==> config.mk <==
export PLATFORM = sky130hd
export DESIGN_NAME = grid_loader
export DESIGN_NICKNAME = d
export VERILOG_FILES = /design/src/rtl/gol_pkg.sv /design/src/rtl/xy_scan_counter.sv /design/src/rtl/grid_loader.sv
export SDC_FILE = /design/constraint.sdc
export NUM_CORES = 1
export LEC_CHECK = 0
export ABC_AREA = 1
export BUFFER_PORTS_ARGS = -buffer_cell sky130_fd_sc_hd__buf_2
export CAP_MARGIN = 20
export CORE_MARGIN = 2
export CORE_UTILIZATION = 45
export CTS_CLUSTER_SIZE = 25
export DETAILED_ROUTE_END_ITERATION = 8
export GPL_ROUTABILITY_DRIVEN = 0
export PLACE_DENSITY_LB_ADDON = 0.2
export SYNTH_ARGS = -nofsm -noshare
export SYNTH_HDL_FRONTEND = slang
export SYNTH_SLANG_ARGS = --single-unit
==> constraint.sdc <==
create_clock -name clk -period 4.5 [get_ports clk]
set_input_delay 0.45 -clock clk [delete_from_list [all_inputs] [get_ports clk]]
set_output_delay 0.45 -clock clk [all_outputs]
set_load 0.03 [all_outputs]
==> src/rtl/gol_pkg.sv <==
// gol_pkg: shared Life grid defaults, loader states and pattern codes
package gol_pkg;
  localparam int GRID_W_DEF = 32;
  localparam int GRID_H_DEF = 32;
  typedef enum logic [1:0] {IDLE, SCAN, FLUSH, DONE} ld_state_e;
  localparam logic [1:0] GLIDER  = 2'b00;
  localparam logic [1:0] BLINKER = 2'b01;
  localparam logic [1:0] BEACON  = 2'b10;
  localparam logic [1:0] ACORN   = 2'b11;
endpackage

==> src/rtl/xy_scan_counter.sv <==
// xy_scan_counter: row-major x/y counter with clear, enable and last-cell flag
module xy_scan_counter #(
  parameter int W = 32,
  parameter int H = 32,
  parameter int XW = $clog2(W),
  parameter int YW = $clog2(H)
) (
  input  logic          clk,
  input  logic          rst,
  input  logic          clr_i,
  input  logic          en_i,
  output logic [XW-1:0] x_o,
  output logic [YW-1:0] y_o,
  output logic          last_o
);
  logic last_x, last_y;
  assign last_x = x_o == XW'(W - 1);
  assign last_y = y_o == YW'(H - 1);
  assign last_o = last_x && last_y;
  // explicit compares so non-power-of-2 sizes wrap correctly
  always_ff @(posedge clk)
    if (rst || clr_i) begin
      x_o <= '0;
      y_o <= '0;
    end else if (en_i) begin
      x_o <= last_x ? '0 : x_o + 1'b1;
      y_o <= last_x ? (last_y ? '0 : y_o + 1'b1) : y_o;
    end
endmodule

==> src/rtl/grid_loader.sv <==
// grid_loader: seeds the Life grid RAM from the selected pattern ROM on request
// Optional GRID_LOADER_AUTORELOAD_EN: debounced switch change triggers a reload.
module grid_loader
  import gol_pkg::*;
#(
  parameter int GRID_W = GRID_W_DEF,
  parameter int GRID_H = GRID_H_DEF,
  parameter int ADDR_W = $clog2(GRID_W * GRID_H)
`ifdef GRID_LOADER_AUTORELOAD_EN
  , parameter int DEB_CYC = 65536
`endif
) (
  input  logic                      clk,
  input  logic                      rst,
  input  logic                      load_req,
  input  logic [1:0]                sel_sw,
  input  logic                      pat_bit,
  output logic [1:0]                sel_q,
  output logic [$clog2(GRID_W)-1:0] cell_x,
  output logic [$clog2(GRID_H)-1:0] cell_y,
  output logic                      wr_en,
  output logic [ADDR_W-1:0]         wr_addr,
  output logic                      wr_data,
  output logic                      busy,
  output logic                      done
);
  ld_state_e   state_q;
  logic        start, last;
  logic [1:0]  sel_src;
  logic [31:0] lin;
  assign lin = 32'(cell_y) * 32'(GRID_W) + 32'(cell_x);
  assign wr_data = wr_en & pat_bit;
`ifdef GRID_LOADER_AUTORELOAD_EN
  localparam int CW = $clog2(DEB_CYC + 1);
  logic [1:0]    s1_q, s2_q;
  logic [CW-1:0] cnt_q;
  logic          stable_diff;
  assign stable_diff = state_q == IDLE && s1_q == s2_q && s2_q != sel_q;
  always_ff @(posedge clk)
    if (rst) begin
      s1_q  <= '0;
      s2_q  <= '0;
      cnt_q <= '0;
    end else begin
      s1_q  <= sel_sw;
      s2_q  <= s1_q;
      cnt_q <= stable_diff ? cnt_q + 1'b1 : '0;
    end
  assign start   = load_req | (stable_diff && cnt_q == CW'(DEB_CYC - 1));
  assign sel_src = s2_q;
`else
  assign start   = load_req;
  assign sel_src = sel_sw;
`endif
  xy_scan_counter #(.W(GRID_W), .H(GRID_H)) u_scan (
    .clk    (clk),
    .rst    (rst),
    .clr_i  (state_q == IDLE && start),
    .en_i   (state_q == SCAN && !last),
    .x_o    (cell_x),
    .y_o    (cell_y),
    .last_o (last)
  );
  // write lags the presented coordinate by one cycle to match ROM latency
  always_ff @(posedge clk)
    if (rst) begin
      state_q <= IDLE;
      sel_q   <= '0;
      wr_en   <= 1'b0;
      wr_addr <= '0;
      busy    <= 1'b0;
      done    <= 1'b0;
    end else begin
      done    <= 1'b0;
      wr_en   <= state_q == SCAN;
      wr_addr <= state_q == SCAN ? lin[ADDR_W-1:0] : wr_addr;
      case (state_q)
        IDLE: if (start) begin
          sel_q   <= sel_src;
          busy    <= 1'b1;
          state_q <= SCAN;
        end
        SCAN: state_q <= last ? FLUSH : SCAN;
        FLUSH: begin
          busy    <= 1'b0;
          done    <= 1'b1;
          state_q <= DONE;
        end
        default: state_q <= IDLE;
      endcase
    end
endmodule
==> results of run 1 <==
## cell usage in the layout, fill, tap and decap left out
cell type    n
nor3_1       1
ha_1         4
nand2_4      1
a21oi_1     15
inv_2        2
nand2_2      1
nand4_1      3
nand3_1      7
nand2_1     21
inv_1       16
nor2_4       2
buf_2       31
clkbuf_4     3
buf_4        1
clkinvlp_4   1
nor2_1      26
a31oi_1      1
o21ai_2      1
dfxtp_1     27
o21ai_0     13
## cell families after synthesis
| logic type | share of synthesized area, % |
|---|---|
| AO/OA/AOI/OAI | 13.8 |
| flip-flops | 48.2 |
| adder cells (fa/ha/maj) | 4.46 |
| buffers and inverters | 9.03 |
| AND/OR/NAND/NOR | 24.5 |
## registers in the layout, summed over array words and instances, names as in the netlist
signal,cells
sel_q,2
wr_en,1
state_q,2
busy,1
u_scan.x_o,5
u_scan.y_o,5
done,1
wr_addr,10
## final cells by class
class                   instances  area, um2  area share, %
flip-flops and latches         27        541           41.0
multi-input cells              96        480           36.4
repair buffers                 32        163           12.3
inverters                      18       67.6           5.12
well taps                      30       37.5           2.85
clock buffers                   3       22.5           1.71
clock inverters                 1       7.51          0.569
## path summary, 6_finish.rpt
path / start / end / slack, ns / cells after the start
setup / recovery: u_scan.x_o[0] / u_scan.y_o[2] / 2.73 / 7
hold / removal: rst / state_q[1] / 0.38 / 2
hold reg to reg: busy / busy / 0.49 / 2
setup reg to reg: u_scan.x_o[0] / u_scan.y_o[2] / 2.73 / 7
## metal layers
layer	vias to the layer above	share of wire, %	global-route usage, %
met5	-	0	0
met4	0	0.89	7.69
met3	2	7.4	4.17
met2	36	46	25.4
met1	438	46	22.7
li1	530	-	-
## metrics by stage
step | setup WS (ns) | total power (uW)
2_1_floorplan | 2.75 | 314
3_3_place_gp | 2.85 | 331
3_5_place_dp | 2.76 | 333
4_1_cts | 2.74 | 438
5_1_grt | 2.48 | 456
6_report | 2.73 | 431
## power by group through the flow
stage / sequential (uW) / combinational [uW] / clock, uW
after CTS: 257 / 71.2 / 110
final: 256 / 70.7 / 104
after detailed placement: 262 / 70.9 / 0
after global routing: 258 / 77.5 / 121
after global placement: 261 / 70.4 / 0
after floorplan: 283 / 30.5 / 0
==> flow_metrics.env, run 1 <==
export IMPL_status="finished clean"
export IMPL_endpoint_kind="register"
export IMPL_hold_viol_final=0
export IMPL_stdcell_count=207
export IMPL_synth_most_common_cell="dfxtp_1"
export IMPL_power_density_mw_per_mm2=327
export IMPL_n_antenna_cell=0
export IMPL_maxCapViolCount=0
export IMPL_synth_cells=145
export IMPL_dpl_cell_area_mm2=0.00129
export IMPL_timing_final_crit_period_ns=1.77
export IMPL_root_buffer="clkbuf_4"
export IMPL_setup_tns_ns=0
export IMPL_final_nets=188
export IMPL_clockPowerShare_pct=24.1
export IMPL_power_frac_comb_pct=16.4
export IMPL_port_buffers=31
export IMPL_wl_mm=2.24
export IMPL_grt_pass1_wl_mm=3.50
export IMPL_crit_path_top_delay_cell="dfxtp_1"
export IMPL_avgSynthCellArea_um2=7.74
export IMPL_wl_per_cell_um=10.8
export IMPL_die_w_um=53.9
export IMPL_cp_start_kind="register"
export IMPL_syn_area_mm2=0.00112
export IMPL_yosys_cell_types_count=19
export IMPL_synth_ff_type="dfxtp_1"
export IMPL_cpPeakStageDelay_ns=0.43
export IMPL_worst_path_buf_inv=1
export IMPL_syn_num_nets=155
export IMPL_clk_pin_slew_ns=0.14
export IMPL_cts_resized=0
export IMPL_num_vias=1006
export IMPL_stdcell_area_mm2=0.00132
export IMPL_yosysWarnings=0
export IMPL_synth_top_area_cell="dfxtp_1"
export IMPL_rsz0062_at_grt="false"
export IMPL_clock_sinks=27
export IMPL_nFillCells=244
export IMPL_crit_type="register to register"
export IMPL_grt_max_degree=21
export IMPL_utilization_pct=54.7
export IMPL_die_h_um=53.9
export IMPL_die_area_mm2=0.00291
export IMPL_clk_latency_ns=0.32
export IMPL_crit_top_cell="ha_1"
export IMPL_power_share_sequential_pct=59.5
export IMPL_async_flop_share_pct=0
export IMPL_synth_edf_count=0
export IMPL_hold_path_class="input pin to register"
export IMPL_antenna_left=0
export IMPL_finalCritPeriodShare_pct=39.4
export IMPL_drt_first_pass_iters=4
export IMPL_grt_total_usage_pct=16.9
export IMPL_ys_seq_area_share_pct=48.2
export IMPL_p_leak_uw=0.000601
export IMPL_initial_core_util_pct=46.6
export IMPL_top_level_ports=32
export IMPL_cts_max_level=1
export IMPL_max_vdd_ir_drop_mv=0.196
export IMPL_fmax_mhz=564
export IMPL_grt_pass1_vias=809
export IMPL_num_rows=18
export IMPL_slew_viol_final=0
export IMPL_synthTopCellsByArea="dfxtp_1, nor2_1, nand2_1"
export IMPL_grt_overflow=0
export IMPL_cp_cell_sequence="ha_1, inv_1, nor3_1, ha_1, nand3_1, o21ai_0, nor2_1"
export IMPL_place_hpwl_mm=1.75
export IMPL_cts_tree="built"
export IMPL_ys_top_cells_by_count="dfxtp_1, nor2_1, nand2_1"
export IMPL_antenna_found_initial=0
export IMPL_cp_top_family="adder cells"
export IMPL_crit_required_ns=4.73
export IMPL_finalSetupViolCount=0
export IMPL_fin_hold_ws_ns=0.381
export IMPL_drt_iter0_drc=38
export IMPL_synth_top_area_share_pct=48.2
export IMPL_critPathArrivalTime_ns=2.00
export IMPL_cts_hold_buf=0
export IMPL_area_growth_pct=17.5
export IMPL_p_sw_uw=126
export IMPL_synth_seq_cells=27
export IMPL_switching_share_pct=29.3
export IMPL_post_cts_buffers=0
export IMPL_drc=0
export IMPL_dpl_cell_count=203
export IMPL_core_area_mm2=0.00241
export IMPL_p_int_uw=305
export IMPL_slew_headroom_pct=79.9
export IMPL_vias_per_cell=4.86
export IMPL_worstPathMaxFanout=8
export IMPL_tightest_slew_ns=0.300
export IMPL_cts_buffers=3
export IMPL_clock_skew_ns=0.00123
export IMPL_clockBufferDepth=2
export IMPL_drive_gt1_share_pct=24.3
Power figures use the tool's default switching activity.
==> run 2, diff against run 1 <==
--- a/config.mk
+++ b/config.mk
@@ -5,7 +5,7 @@
 export SDC_FILE = /design/constraint.sdc
 export NUM_CORES = 1
 export LEC_CHECK = 0
-export ABC_AREA = 1
+export ABC_AREA = 0
 export BUFFER_PORTS_ARGS = -buffer_cell sky130_fd_sc_hd__buf_2
 export CAP_MARGIN = 20
 export CORE_MARGIN = 2
==> constraint.sdc (replaced) <==
create_clock -name clk -period 1.5 [get_ports clk]
set_input_delay 0.15 -clock clk [delete_from_list [all_inputs] [get_ports clk]]
set_output_delay 0.15 -clock clk [all_outputs]
set_load 0.03 [all_outputs]
==> run 2 against run 1 <==
The run now ends with negative setup slack left. Setup slack lost 2.9 ns. First-iteration DRC count down 37%. Total power grew to 2.7 times the previous value. Global-route usage grew 2.8 points. Die area decreased by 1.3%. Combinational power grew 74%. Cell count is 3.4% lower. Maximum frequency is 8.6% higher. Wire length rose by 13%.
==> flow_metrics.env, run 2 <==
export IMPL_status="complete, but fails checks"
export IMPL_violations="negative setup slack"
export IMPL_cts_max_level=1
export IMPL_clk_pin_slew_ns=0.14
export IMPL_setup_tns_ns=-0.430
export IMPL_clk_latency_ns=0.31
export IMPL_drive_gt1_share_pct=41.3
export IMPL_hold_viol_final=0
export IMPL_synth_xor_area_share_pct=0.792
export IMPL_num_vias=1041
export IMPL_endpoint_kind="register"
export IMPL_grt_total_usage_pct=19.7
export IMPL_top_regs="wr_addr x10, u_scan.x_o x5, u_scan.y_o x5"
export IMPL_synthMuxAreaShare_pct=2.71
export IMPL_syn_area_mm2=0.00111
export IMPL_ys_seq_area_share_pct=48.9
export IMPL_r2r_start="u_scan.y_o[1]"
export IMPL_final_seq_area_um2=558
export IMPL_worstPathMaxFanout=5
export IMPL_nFillCells=188
export IMPL_grt_overflow=0
export IMPL_timing_final_crit_period_ns=1.63
export IMPL_antenna_left=0
export IMPL_synthAdderAreaFrac_pct=4.52
export IMPL_critPathArrivalTime_ns=1.89
export IMPL_area_growth_pct=37.2
export IMPL_ys_top_cells_by_count="dfxtp_1, nand2_1, a21oi_1"
export IMPL_cts_tree="built"
export IMPL_grt_pass1_vias=954
export IMPL_synth_top_area_share_pct=48.9
export IMPL_hold_path_startpoint="sel_sw[1]"
export IMPL_startpoint="u_scan.y_o[1]"
export IMPL_yosysWarnings=0
export IMPL_crit_type="register to register"
export IMPL_drt_first_pass_iters=4
export IMPL_final_nets=183
export IMPL_core_area_mm2=0.00228
export IMPL_drt_iter0_drc=24
export IMPL_maxCapViolCount=0
export IMPL_synth_top_area_cell="dfxtp_1"
export IMPL_port_buffers=31
export IMPL_synth_ff_type="dfxtp_1"
export IMPL_rsz0062_at_grt="true"
export IMPL_yosys_area_share_simple_pct=24.5
export IMPL_avgSynthCellArea_um2=8.71
export IMPL_grt_max_degree=19
export IMPL_cts_buffers=3
export IMPL_synth_most_common_cell="dfxtp_1"
export IMPL_synth_seq_cells=27
export IMPL_die_area_mm2=0.00287
export IMPL_crit_required_ns=1.75
export IMPL_num_rows=17
export IMPL_crit_path_top_delay_cell="dfxtp_4"
export IMPL_root_buffer="clkbuf_4"
export IMPL_synthTopCellsByArea="dfxtp_1, a21oi_1, nand2_1"
export IMPL_worst_path_buf_inv=0
export IMPL_clock_skew_ns=0.00209
export IMPL_yosys_cell_types_count=27
export IMPL_grt_pass1_wl_mm=4.04
export IMPL_wl_per_cell_um=12.7
export IMPL_drc=0
export IMPL_multiInputGateArea_um2=603
export IMPL_place_hpwl_mm=1.93
export IMPL_cp_start_kind="register"
export IMPL_hold_path_class="input pin to register"
export IMPL_vias_per_cell=5.21
export IMPL_cp_cell_sequence="ha_4, and3_4, ha_4, nand4bb_4, or3b_1, a21oi_1"
export IMPL_max_vdd_ir_drop_mv=0.589
export IMPL_fmax_mhz=612
export IMPL_wl_mm=2.54
export IMPL_clockBufferDepth=2
export IMPL_top_register="wr_addr"
export IMPL_antenna_found_initial=0
export IMPL_die_w_um=53.6
export IMPL_crit_top_cell="ha_4"
export IMPL_tightest_slew_ns=0.310
export IMPL_finalSetupViolCount=7
export IMPL_power_uw=1170
export IMPL_clock_sinks=27
export IMPL_cpPeakStageDelay_ns=0.38
export IMPL_synth_cells=127
export IMPL_slew_headroom_pct=79.3
export IMPL_initial_core_util_pct=48.6
export IMPL_synth_top_family_by_area="simple AND/OR/NAND/NOR gates"
export IMPL_final_common_cell="buf_2"
export IMPL_layout_common_cells="buf_2, nand2_1, dfxtp_1, a21oi_1, buf_4"
export IMPL_cp_top_family="simple AND/OR/NAND/NOR gates"
export IMPL_slew_viol_final=0
export IMPL_p_leak_uw=0.000646
export IMPL_die_h_um=53.6
export IMPL_async_flop_share_pct=0
export IMPL_syn_num_nets=137
export IMPL_largest_reg_flops=10
export IMPL_n_antenna_cell=0
export IMPL_finalCritPeriodShare_pct=109
export IMPL_setup_ws_ns=-0.134
export IMPL_power_density_mw_per_mm2=770
export IMPL_synth_compound_area_share_pct=14.5
export IMPL_synth_edf_count=0
export IMPL_top_level_ports=32
## run 2: cell types whose count changed in the layout (fill, tap and decap cells not counted), sizes merged, moves of 3 or more
cell | before | now
nand3 | 7 | 4
nor2 | 28 | 6
nand4 | 3 | 0
a21oi | 15 | 20
inv | 18 | 2
buf | 32 | 48
mux2i | 0 | 3
o21ai | 14 | 8
or3 | 0 | 3
## run 2: worst paths after layout
kind / slack (ns) / to / cells after the start
max: -0.13 / u_scan.y_o[1] / 6
min reg2reg: 0.46 / wr_addr[2] / 2
min: 0.07 / sel_q[1] / 3
max reg2reg: -0.13 / u_scan.y_o[1] / 6
## run 2: where the power goes
| part | internal [uW] | switching, uW | leakage [uW] |
|---|---|---|---|
| Clock | 99.7 | 209 | 0.0000177 |
| Combinational | 43.1 | 80.4 | 0.000405 |
| Sequential | 725 | 10.8 | 0.000223 |
## run 2: final cells by class
class,instances,share of cell area (%)
multi-input combinational,91,39.7
sequential,27,36.8
timing repair buffer,48,18.9
tap,28,2.31
clock buffer,3,1.48
inverter,2,0.495
clock inverter,1,0.330
## run 2: kinds of logic (layout without fill, tap and decap cells)
group / count (synthesis) / count (layout)
compound gates: 30 / 30
xor+xnor: 1 / 1
fa+ha+maj: 4 / 4
buf+inv: 9 / 54
flops: 27 / 27
mux: 3 / 3
simple gates: 53 / 53
## run 2: stage by stage
step | std cells | worst slack (ns) | utilization (%) | cell area (um2) | hold WS (ns)
2_1_floorplan | 127 | -0.194 | - | 1190 | 0.297
3_3_place_gp | 196 | -0.0977 | 64.3 | 1460 | 0.389
3_5_place_dp | 196 | -0.159 | 64.3 | 1460 | 0.408
4_1_cts | 200 | -0.146 | 66.7 | 1520 | 0.0632
5_1_grt | 200 | -0.190 | 66.7 | 1520 | 0.0634
6_report | 200 | -0.134 | 66.7 | 1520 | 0.0654
## run 2: worst register-to-register path, stage by stage, from the launching register on
cell,delay (ns)
dfxtp_4,0.38
ha_4,0.16
and3_4,0.18
ha_4,0.15
nand4bb_4,0.20
or3b_1,0.37
a21oi_1,0.13
## run 2: repair_timing
item / CTS / global route
gates resized for setup: 8 / 2
hold buffers: 0 / 0
setup buffers: 0 / 0
endpoints found under the setup margin: 10 / 9
endpoints found under the hold margin: 0 / 0
cloned: 0 / 0
pin swaps: 2 / 0
## run 2: metal layers
layer | part of all wire (%) | vias to the layer above | global-route usage, %
met4 | 1.3 | 0 | 11.5
met3 | 4.9 | 4 | 3.06
met1 | 42 | 484 | 22.0
met5 | 0 | - | 0
met2 | 52 | 32 | 35.2
li1 | - | 521 | -
